File: src/rtl/sram_like_pkg.sv
// Shared definitions for the sram-like multi-master arbiter.
//   - Default parameter values for the arbiter and its interface.
//   - Channel index constants for the CPU's fixed channel assignment.
//   - Width helpers. A response FIFO entry is packed as {id, data}:
//     id sits in [IDW+DW-1:DW] and data in [DW-1:0].
package sram_like_pkg;

  localparam int NCH_DEF   = 2;
  localparam int AW_DEF    = 32;
  localparam int DW_DEF    = 32;
  localparam int DEPTH_DEF = 4;

  localparam int CH_IF   = 0;  // instruction fetch
  localparam int CH_DATA = 1;  // EXE-stage load/store

  function automatic int clog2(input int n);
    int r;
    r = 0;
    for (int v = 1; v < n; v = v * 2) r++;
    return r;
  endfunction

  // Channel id width; kept at least 1 bit so NCH=1 still has a legal vector.
  function automatic int id_width(input int nch);
    return (nch > 1) ? clog2(nch) : 1;
  endfunction

  function automatic int resp_width(input int nch, input int dw);
    return id_width(nch) + dw;
  endfunction

endpackage

File: src/rtl/sram_like_arbiter_if.sv
// Bundle of the per-channel sram-like handshakes and the shared SRAM port.
//   ch_req/ch_wr/ch_wstrb/ch_addr/ch_wdata : masters -> arbiter
//   ch_addr_ok/ch_data_ok/ch_rdata         : arbiter -> masters
//   ch_resp_ready                          : masters -> arbiter
//   mem_en/mem_we/mem_addr/mem_wdata       : arbiter -> SRAM
//   mem_rdata                              : SRAM -> arbiter (1 cycle after mem_en)
// The master modport is the environment side (masters plus SRAM), the slave
// modport is the arbiter.
interface sram_like_arbiter_if #(
  parameter int NCH = 2,
  parameter int AW  = 32,
  parameter int DW  = 32
);
  localparam int SW = DW / 8;

  logic [NCH-1:0]    ch_req;
  logic [NCH-1:0]    ch_wr;
  logic [NCH*SW-1:0] ch_wstrb;
  logic [NCH*AW-1:0] ch_addr;
  logic [NCH*DW-1:0] ch_wdata;
  logic [NCH-1:0]    ch_addr_ok;
  logic [NCH-1:0]    ch_data_ok;
  logic [NCH*DW-1:0] ch_rdata;
  logic [NCH-1:0]    ch_resp_ready;
  logic              mem_en;
  logic [SW-1:0]     mem_we;
  logic [AW-1:0]     mem_addr;
  logic [DW-1:0]     mem_wdata;
  logic [DW-1:0]     mem_rdata;

  modport master (
    output ch_req, ch_wr, ch_wstrb, ch_addr, ch_wdata, ch_resp_ready, mem_rdata,
    input  ch_addr_ok, ch_data_ok, ch_rdata, mem_en, mem_we, mem_addr, mem_wdata
  );

  modport slave (
    input  ch_req, ch_wr, ch_wstrb, ch_addr, ch_wdata, ch_resp_ready, mem_rdata,
    output ch_addr_ok, ch_data_ok, ch_rdata, mem_en, mem_we, mem_addr, mem_wdata
  );

endinterface

File: src/rtl/sram_like_resp_fifo.sv
// Synchronous FIFO holding completed responses until the owning master takes them.
//   clk, rst_n : clock, asynchronous active-low reset (clears pointers and count)
//   push       : write push_data this cycle (ignored when full)
//   pop        : drop the head entry this cycle (ignored when empty)
//   pop_data   : current head entry, valid while !empty
//   full/empty : occupancy flags
//   count      : occupancy, 0..DEPTH
module sram_like_resp_fifo
  import sram_like_pkg::*;
#(
  parameter int WIDTH = 8,
  parameter int DEPTH = 4
) (
  input  logic                  clk,
  input  logic                  rst_n,
  input  logic                  push,
  input  logic [WIDTH-1:0]      push_data,
  input  logic                  pop,
  output logic [WIDTH-1:0]      pop_data,
  output logic                  full,
  output logic                  empty,
  output logic [clog2(DEPTH):0] count
);
  localparam int PW = clog2(DEPTH);

  logic [WIDTH-1:0] mem [DEPTH];
  logic [PW-1:0]    wr_ptr;
  logic [PW-1:0]    rd_ptr;
  logic             do_push;
  logic             do_pop;

  assign full    = (count == (PW+1)'(DEPTH));
  assign empty   = (count == '0);
  assign do_push = push && !full;
  assign do_pop  = pop && !empty;
  assign pop_data = mem[rd_ptr];

  // NOTE: storage has no reset; only pointers and count define which entries
  // are live, so clearing the array would just cost flops and reset routing.
  always_ff @(posedge clk) begin
    if (do_push) mem[wr_ptr] <= push_data;
  end

  // NOTE: sequential state always uses <= so every flop samples pre-edge values
  // regardless of statement order.
  always_ff @(posedge clk or negedge rst_n) begin
    if (!rst_n) begin
      wr_ptr <= '0;
      rd_ptr <= '0;
      count  <= '0;
    end else begin
      // Pointers are exactly log2(DEPTH) bits and wrap on their own.
      if (do_push) wr_ptr <= wr_ptr + 1'b1;
      if (do_pop)  rd_ptr <= rd_ptr + 1'b1;
      case ({do_push, do_pop})
        2'b10:   count <= count + 1'b1;
        2'b01:   count <= count - 1'b1;
        default: count <= count;
      endcase
    end
  end

endmodule

File: src/rtl/sram_like_arbiter.sv
// Round-robin front end letting NCH sram-like masters share one SRAM port
// whose read data returns one cycle after mem_en.
//   clk    : clock
//   resetn : asynchronous active-low reset
//   bus    : channel handshakes and SRAM port (see sram_like_arbiter_if)
// A grant at cycle T issues the SRAM access, T+1 captures its result into the
// response FIFO, and data_ok is raised from T+2 onward until the owner is ready.
// Responses leave strictly in acceptance order, so a stalled head blocks all.
module sram_like_arbiter
  import sram_like_pkg::*;
#(
  parameter int NCH   = NCH_DEF,
  parameter int AW    = AW_DEF,
  parameter int DW    = DW_DEF,
  parameter int DEPTH = DEPTH_DEF
) (
  input logic                clk,
  input logic                resetn,
  sram_like_arbiter_if.slave bus
);
  localparam int SW  = DW / 8;
  localparam int IDW = id_width(NCH);
  localparam int RW  = resp_width(NCH, DW);
  localparam int FCW = clog2(DEPTH) + 1;
  localparam int CW  = FCW + 1;

  logic [IDW-1:0] rr;
  logic [IDW-1:0] rr_next;
  logic [IDW-1:0] cand;
  logic [IDW-1:0] gnt_id;
  logic           gnt_found;
  logic           can_accept;
  logic           grant;

  logic           fl_valid;
  logic [IDW-1:0] fl_id;
  logic           fl_wr;

  logic [RW-1:0]  push_data;
  logic [RW-1:0]  head;
  logic [IDW-1:0] head_id;
  logic [DW-1:0]  head_data;
  logic           fifo_full;
  logic           fifo_empty;
  logic [FCW-1:0] fifo_count;
  logic           pop;
  logic [CW-1:0]  cnt;

  // Credit is taken from registered state only: a pop this cycle frees its
  // slot for the next cycle, which keeps the credit path off the ready inputs.
  assign cnt        = CW'(fifo_count) + CW'(fl_valid);
  assign can_accept = (cnt < CW'(DEPTH));

  // NOTE: every variable written here gets a default first, so no path leaves
  // one unassigned and no latch is inferred.
  always_comb begin
    gnt_found = 1'b0;
    gnt_id    = '0;
    cand      = '0;
    for (int off = 0; off < NCH; off++) begin
      cand = IDW'((int'(rr) + off) % NCH);
      if (!gnt_found && bus.ch_req[cand]) begin
        gnt_found = 1'b1;
        gnt_id    = cand;
      end
    end
  end

  // Gating with resetn keeps addr_ok/mem_en low for the whole reset window,
  // not just from the next clock edge.
  assign grant   = resetn && gnt_found && can_accept;
  assign rr_next = (gnt_id == IDW'(NCH - 1)) ? '0 : gnt_id + 1'b1;

  assign bus.ch_addr_ok = grant ? (NCH'(1) << gnt_id) : '0;
  assign bus.mem_en     = grant;
  assign bus.mem_addr   = bus.ch_addr[gnt_id*AW +: AW];
  assign bus.mem_wdata  = bus.ch_wdata[gnt_id*DW +: DW];
  assign bus.mem_we     = (grant && bus.ch_wr[gnt_id]) ? bus.ch_wstrb[gnt_id*SW +: SW] : '0;

  // In-flight slot: the one access whose SRAM data arrives next cycle.
  always_ff @(posedge clk or negedge resetn) begin
    if (!resetn) begin
      rr       <= '0;
      fl_valid <= 1'b0;
      fl_id    <= '0;
      fl_wr    <= 1'b0;
    end else begin
      fl_valid <= grant;
      if (grant) begin
        rr    <= rr_next;
        fl_id <= gnt_id;
        fl_wr <= bus.ch_wr[gnt_id];
      end
    end
  end

  // Writes complete with zero data so every access gets exactly one data_ok.
  assign push_data = {fl_id, (fl_wr ? DW'(0) : bus.mem_rdata)};

  sram_like_resp_fifo #(
    .WIDTH (RW),
    .DEPTH (DEPTH)
  ) u_resp_fifo (
    .clk       (clk),
    .rst_n     (resetn),
    .push      (fl_valid),
    .push_data (push_data),
    .pop       (pop),
    .pop_data  (head),
    .full      (fifo_full),
    .empty     (fifo_empty),
    .count     (fifo_count)
  );

  assign head_id   = head[DW +: IDW];
  assign head_data = head[DW-1:0];

  assign bus.ch_data_ok = fifo_empty ? '0 : (NCH'(1) << head_id);
  assign bus.ch_rdata   = {NCH{head_data}};
  assign pop            = !fifo_empty && bus.ch_resp_ready[head_id];

  // Credit accounting must make a push into a full FIFO impossible.
  assert property (@(posedge clk) disable iff (!resetn) fl_valid |-> (!fifo_full || pop));

endmodule

File: src/flat_wrapper.sv
// flat-port wrapper written by rule: the top's interface ports become plain ports
module sram_like_arbiter_flat import sram_like_pkg::*;
#(
  parameter int NCH   = NCH_DEF,
  parameter int AW    = AW_DEF,
  parameter int DW    = DW_DEF,
  parameter int DEPTH = DEPTH_DEF
)
  (clk, resetn, bus_ch_req, bus_ch_wr, bus_ch_wstrb, bus_ch_addr, bus_ch_wdata, bus_ch_resp_ready, bus_mem_rdata, bus_ch_addr_ok, bus_ch_data_ok, bus_ch_rdata, bus_mem_en, bus_mem_we, bus_mem_addr, bus_mem_wdata);
  sram_like_arbiter_if #(.NCH(NCH), .AW(AW), .DW(DW)) bus_i ();
  input logic clk;
  input logic resetn;
  input wire logic [$bits(bus_i.ch_req)-1:0] bus_ch_req;
  input wire logic [$bits(bus_i.ch_wr)-1:0] bus_ch_wr;
  input wire logic [$bits(bus_i.ch_wstrb)-1:0] bus_ch_wstrb;
  input wire logic [$bits(bus_i.ch_addr)-1:0] bus_ch_addr;
  input wire logic [$bits(bus_i.ch_wdata)-1:0] bus_ch_wdata;
  input wire logic [$bits(bus_i.ch_resp_ready)-1:0] bus_ch_resp_ready;
  input wire logic [$bits(bus_i.mem_rdata)-1:0] bus_mem_rdata;
  output wire logic [$bits(bus_i.ch_addr_ok)-1:0] bus_ch_addr_ok;
  output wire logic [$bits(bus_i.ch_data_ok)-1:0] bus_ch_data_ok;
  output wire logic [$bits(bus_i.ch_rdata)-1:0] bus_ch_rdata;
  output wire logic [$bits(bus_i.mem_en)-1:0] bus_mem_en;
  output wire logic [$bits(bus_i.mem_we)-1:0] bus_mem_we;
  output wire logic [$bits(bus_i.mem_addr)-1:0] bus_mem_addr;
  output wire logic [$bits(bus_i.mem_wdata)-1:0] bus_mem_wdata;
  assign bus_i.ch_req = bus_ch_req;
  assign bus_i.ch_wr = bus_ch_wr;
  assign bus_i.ch_wstrb = bus_ch_wstrb;
  assign bus_i.ch_addr = bus_ch_addr;
  assign bus_i.ch_wdata = bus_ch_wdata;
  assign bus_i.ch_resp_ready = bus_ch_resp_ready;
  assign bus_i.mem_rdata = bus_mem_rdata;
  assign bus_ch_addr_ok = bus_i.ch_addr_ok;
  assign bus_ch_data_ok = bus_i.ch_data_ok;
  assign bus_ch_rdata = bus_i.ch_rdata;
  assign bus_mem_en = bus_i.mem_en;
  assign bus_mem_we = bus_i.mem_we;
  assign bus_mem_addr = bus_i.mem_addr;
  assign bus_mem_wdata = bus_i.mem_wdata;
  sram_like_arbiter #(.NCH(NCH), .AW(AW), .DW(DW), .DEPTH(DEPTH)) u_core (.clk(clk), .resetn(resetn), .bus(bus_i));
endmodule
File: config.mk
export PLATFORM = sky130hd
export DESIGN_NAME = sram_like_arbiter_flat
export DESIGN_NICKNAME = d
export VERILOG_FILES = /design/src/rtl/sram_like_pkg.sv /design/src/rtl/sram_like_arbiter_if.sv /design/src/rtl/sram_like_resp_fifo.sv /design/src/rtl/sram_like_arbiter.sv /design/src/flat_wrapper.sv
export SDC_FILE = /design/constraint.sdc
export NUM_CORES = 1
export LEC_CHECK = 0
export BUFFER_PORTS_ARGS = -buffer_cell sky130_fd_sc_hd__buf_2
export CELL_PAD_IN_SITES_DETAIL_PLACEMENT = 1
export CELL_PAD_IN_SITES_GLOBAL_PLACEMENT = 1
export CORE_ASPECT_RATIO = 0.5
export CORE_UTILIZATION = 30
export DETAILED_ROUTE_END_ITERATION = 7
export GPL_TIMING_DRIVEN = 0
export HOLD_SLACK_MARGIN = 0.03
export PLACE_DENSITY = 0.64
export SYNTH_ARGS = -nofsm -noshare
export SYNTH_HDL_FRONTEND = slang
export SYNTH_SLANG_ARGS = --single-unit
File: constraint.sdc
create_clock -name clk -period 2.7 [get_ports clk]
set_input_delay 0.54 -clock clk [delete_from_list [all_inputs] [get_ports clk]]
set_output_delay 0.54 -clock clk [all_outputs]
set_load 0.01 [all_outputs]
==> run summary <==
Status: finished, final reports clean
Post-route setup slack: 0.107 ns
Minimum setup slack after placement: 0.154 ns
Pwr per Cell Area: 1010 mW/mm²
Unrepaired setup endpoints after global routing: no
Total CTS buffers: 17
Worst Path Arrival: 2.05 ns
Cell Chain, Critical Path: buf_4 > buf_6 > mux4_2 > buf_4 > buf_2
TritonCTS Sinks: 143
Synth Warn #: 0
Vias per cell: 4.42
Fin crit period: 2.59 ns
Synth area leader: edfxtp_1
Clock network latency to the later pin of the worst-skew pair: 0.42 ns
Final number of hold-violating endpoints: 0
Share of synthesized registers carrying an async set or reset: 7.69%
Cells after Synth: 386
Die X: 213 µm
CTS tree: yes
Final Max Tran Viols: 0
WL/cell: 18.7 µm
First-pass GRT wire length: 28600 µm
Maximum VDD drop: 0.544 mV
Setup TNS: 0 ns
Initial antenna violation count: 6
Area of the multi-input gates: 0.00210 mm²
Placed Cells: 1002
Synth Flop Type: edfxtp_1
H-tree depth: 4
DIE HEIGHT: 108 µm
DR vias: 4562
Hold/Removal Path Class: reg2reg
DR iter-0 viols: 155
Synth Net Count: 568
Worst setup SP type: flop
Yosys reg bits: 143
Final non-filler cell total: 1033
Worst-margin pin slew: 0.729 ns
Fillers: 2340
Largest net degree at the start of global routing: 31
Critical path required time: 2.16 ns
Average cell area after synthesis: 17.4 µm²
Tcrit/Tclk final: 96.0%
Final Cell Area: 0.00941 mm²
Drt drc: 0
Slew HR: 51.0%
Top cell type's share of synthesized area: 59.1%
Crit Path Max Fanout: 10
Crit path largest cell delay: 0.57 ns
CP endpoint kind: output port
FP Rows: 38
Clock skew: 0.00537 ns
Placed instance area: 0.00873 mm²
Vias in the first global route: 4837
Max Cap Viol: 0
Synth area leaders: edfxtp_1, mux2_2, mux4_2
Final setup viols: 0
Kind of critical path: reg2out
Port bufs: 312
P_leak: 0.00395 µW
Post-Syn Area: 0.00671 mm²
Layout cell share with drive strength beyond 1: 67.5%
Placed wire-length estimate: 14800 µm
Register area share after synthesis: 63.2%
Count leader, synth: edfxtp_1
Core area: 0.0218 mm²
Total grt overflow: 0
DRT Wirelength: 19300 µm
Count of different cell masters after synthesis: 31
CTS root buf: clkbuf_16
Synth-to-layout area growth: 40.4%
Setup bufs post-CTS: 0
N_diodes: 0
F_max: 386 MHz
Crit-path leading delay family: buffers and inverters
Buf/Inv on CP: 4
Io pins: 313
Final Wtd Congestion: 0.790
Clock slew at reported path FFs: 0.06 ns
DRT Pass-1 Iters: 4
Crit-path most repeated cell: buf_4
Post-synth EDFFs: 132
Tot GR Track Use: 17.3%
NumNets Final: 903
Slowest CP cell: mux4_2
Initial Utilization: 30.8%
Synth top cells by count: edfxtp_1, mux2_2, buf_4
Sequential cell area: 0.00424 mm²
Final ANT Viol Nets: 0
Die area: 0.0230 mm²
Clk buf depth: 2
cell type report:
type                    count  area share [%]
repair buffers            317            17.5
plain buffers              49            3.71
flip-flops and latches    143            45.0
well taps                 300            3.99
inverters                  11           0.439
clock inverters            14            2.50
multi-input cells         182            22.3
clock buffers              17            4.52
repair_timing:
item / 4_1_cts / 5_1_grt
hold buffers: 1 / 0
gates resized for setup: 3 / 2
endpoints found under the setup margin: 37 / 13
endpoints found under the hold margin: 11 / 0
path summary, 6_finish.rpt:
path	from	end	slack [ns]	depth (start not counted)
min in group asynchronous	resetn	u_core.fl_id	0.67	2
min reg2reg	u_core.fl_id	u_core.u_resp_fifo.mem[2][32]	0.53	0
max reg2reg	u_core.u_resp_fifo.rd_ptr[1]	u_core.u_resp_fifo.count[2]	0.26	11
max in group asynchronous	resetn	u_core.u_resp_fifo.count[0]	1.67	2
max	u_core.u_resp_fifo.rd_ptr[0]	bus_ch_rdata[55]	0.11	5
min	u_core.fl_id	u_core.u_resp_fifo.mem[2][32]	0.53	0
per-stage QoR:
stage | util (%) | total power, µW | hold WS [ns]
after floorplan | - | 5550 | 0.244
after detailed placement | 40.1 | 7020 | 0.443
after global placement | 39.7 | 6890 | 0.439
final | 43.2 | 9540 | 0.528
after global routing | 43.2 | 10100 | 0.534
after CTS | 43.2 | 9680 | 0.516
per-layer routing:
metal	track usage, %	wire length, µm
met5	0	67
met2	29.2	9940
met3	4.52	1000
met1	21.4	8100
met4	5.82	206
logic make-up after synthesis:
| group | Yosys count | synth area share [%] |
|---|---|---|
| AND/OR/NAND/NOR | 53 | 4.59 |
| AO/OA/AOI/OAI | 11 | 1.14 |
| XOR/XNOR | 5 | 0.653 |
| flip-flops | 143 | 63.2 |
| buffers and inverters | 61 | 5.69 |
| adder cells (fa/ha/maj) | 6 | 1.23 |
| multiplexers | 107 | 23.5 |
where the power goes:
group | leakage, µW | switching (µW) | internal (µW)
registers | 0.00134 | 127 | 2910
logic | 0.00229 | 1970 | 1890
clock network | 0.000322 | 898 | 1730
layout by cell type, fill, tap and decap left out, types with 2 or more instances in the layout:
cell | synthesis | final
mux2_4 | 2 | 2
and2_2 | 0 | 4
clkbuf_1 | 5 | 3
nor2b_1 | 34 | 34
a21o_1 | 2 | 2
bufinv_16 | 0 | 6
buf_12 | 0 | 4
buf_2 | 8 | 320
clkbuf_16 | 0 | 17
buf_6 | 1 | 4
inv_1 | 11 | 11
buf_4 | 36 | 33
xnor2_1 | 3 | 3
clkinv_1 | 0 | 3
inv_6 | 0 | 5
mux2_2 | 64 | 64
o21ai_0 | 3 | 3
nand2_1 | 3 | 3
ha_1 | 5 | 5
mux2i_1 | 8 | 8
nor2_1 | 8 | 8
edfxtp_1 | 132 | 132
xor2_1 | 2 | 2
mux4_2 | 32 | 32
dfrtp_1 | 11 | 11
registers in the layout, summed over array words and instances (netlist names):
name	flops
u_core.fl_id	1
u_core.rr	1
u_core.fl_wr	1
u_core.u_resp_fifo.wr_ptr	2
u_core.u_resp_fifo.count	3
u_core.u_resp_fifo.mem	132
u_core.fl_valid	1
u_core.u_resp_fifo.rd_ptr	2
worst register-to-register path: cells and delay by family, from the launching register on:
| kind | cells | cell delay (ns) |
|---|---|---|
| AND/OR/NAND/NOR | 2 | 0.21 |
| XOR/XNOR | 2 | 0.27 |
| multiplexers | 3 | 0.65 |
| flip-flops | 1 | 0.35 |
| adder cells (fa/ha/maj) | 2 | 0.58 |
| buffers and inverters | 2 | 0.29 |
(Power assumes the default switching activity.)
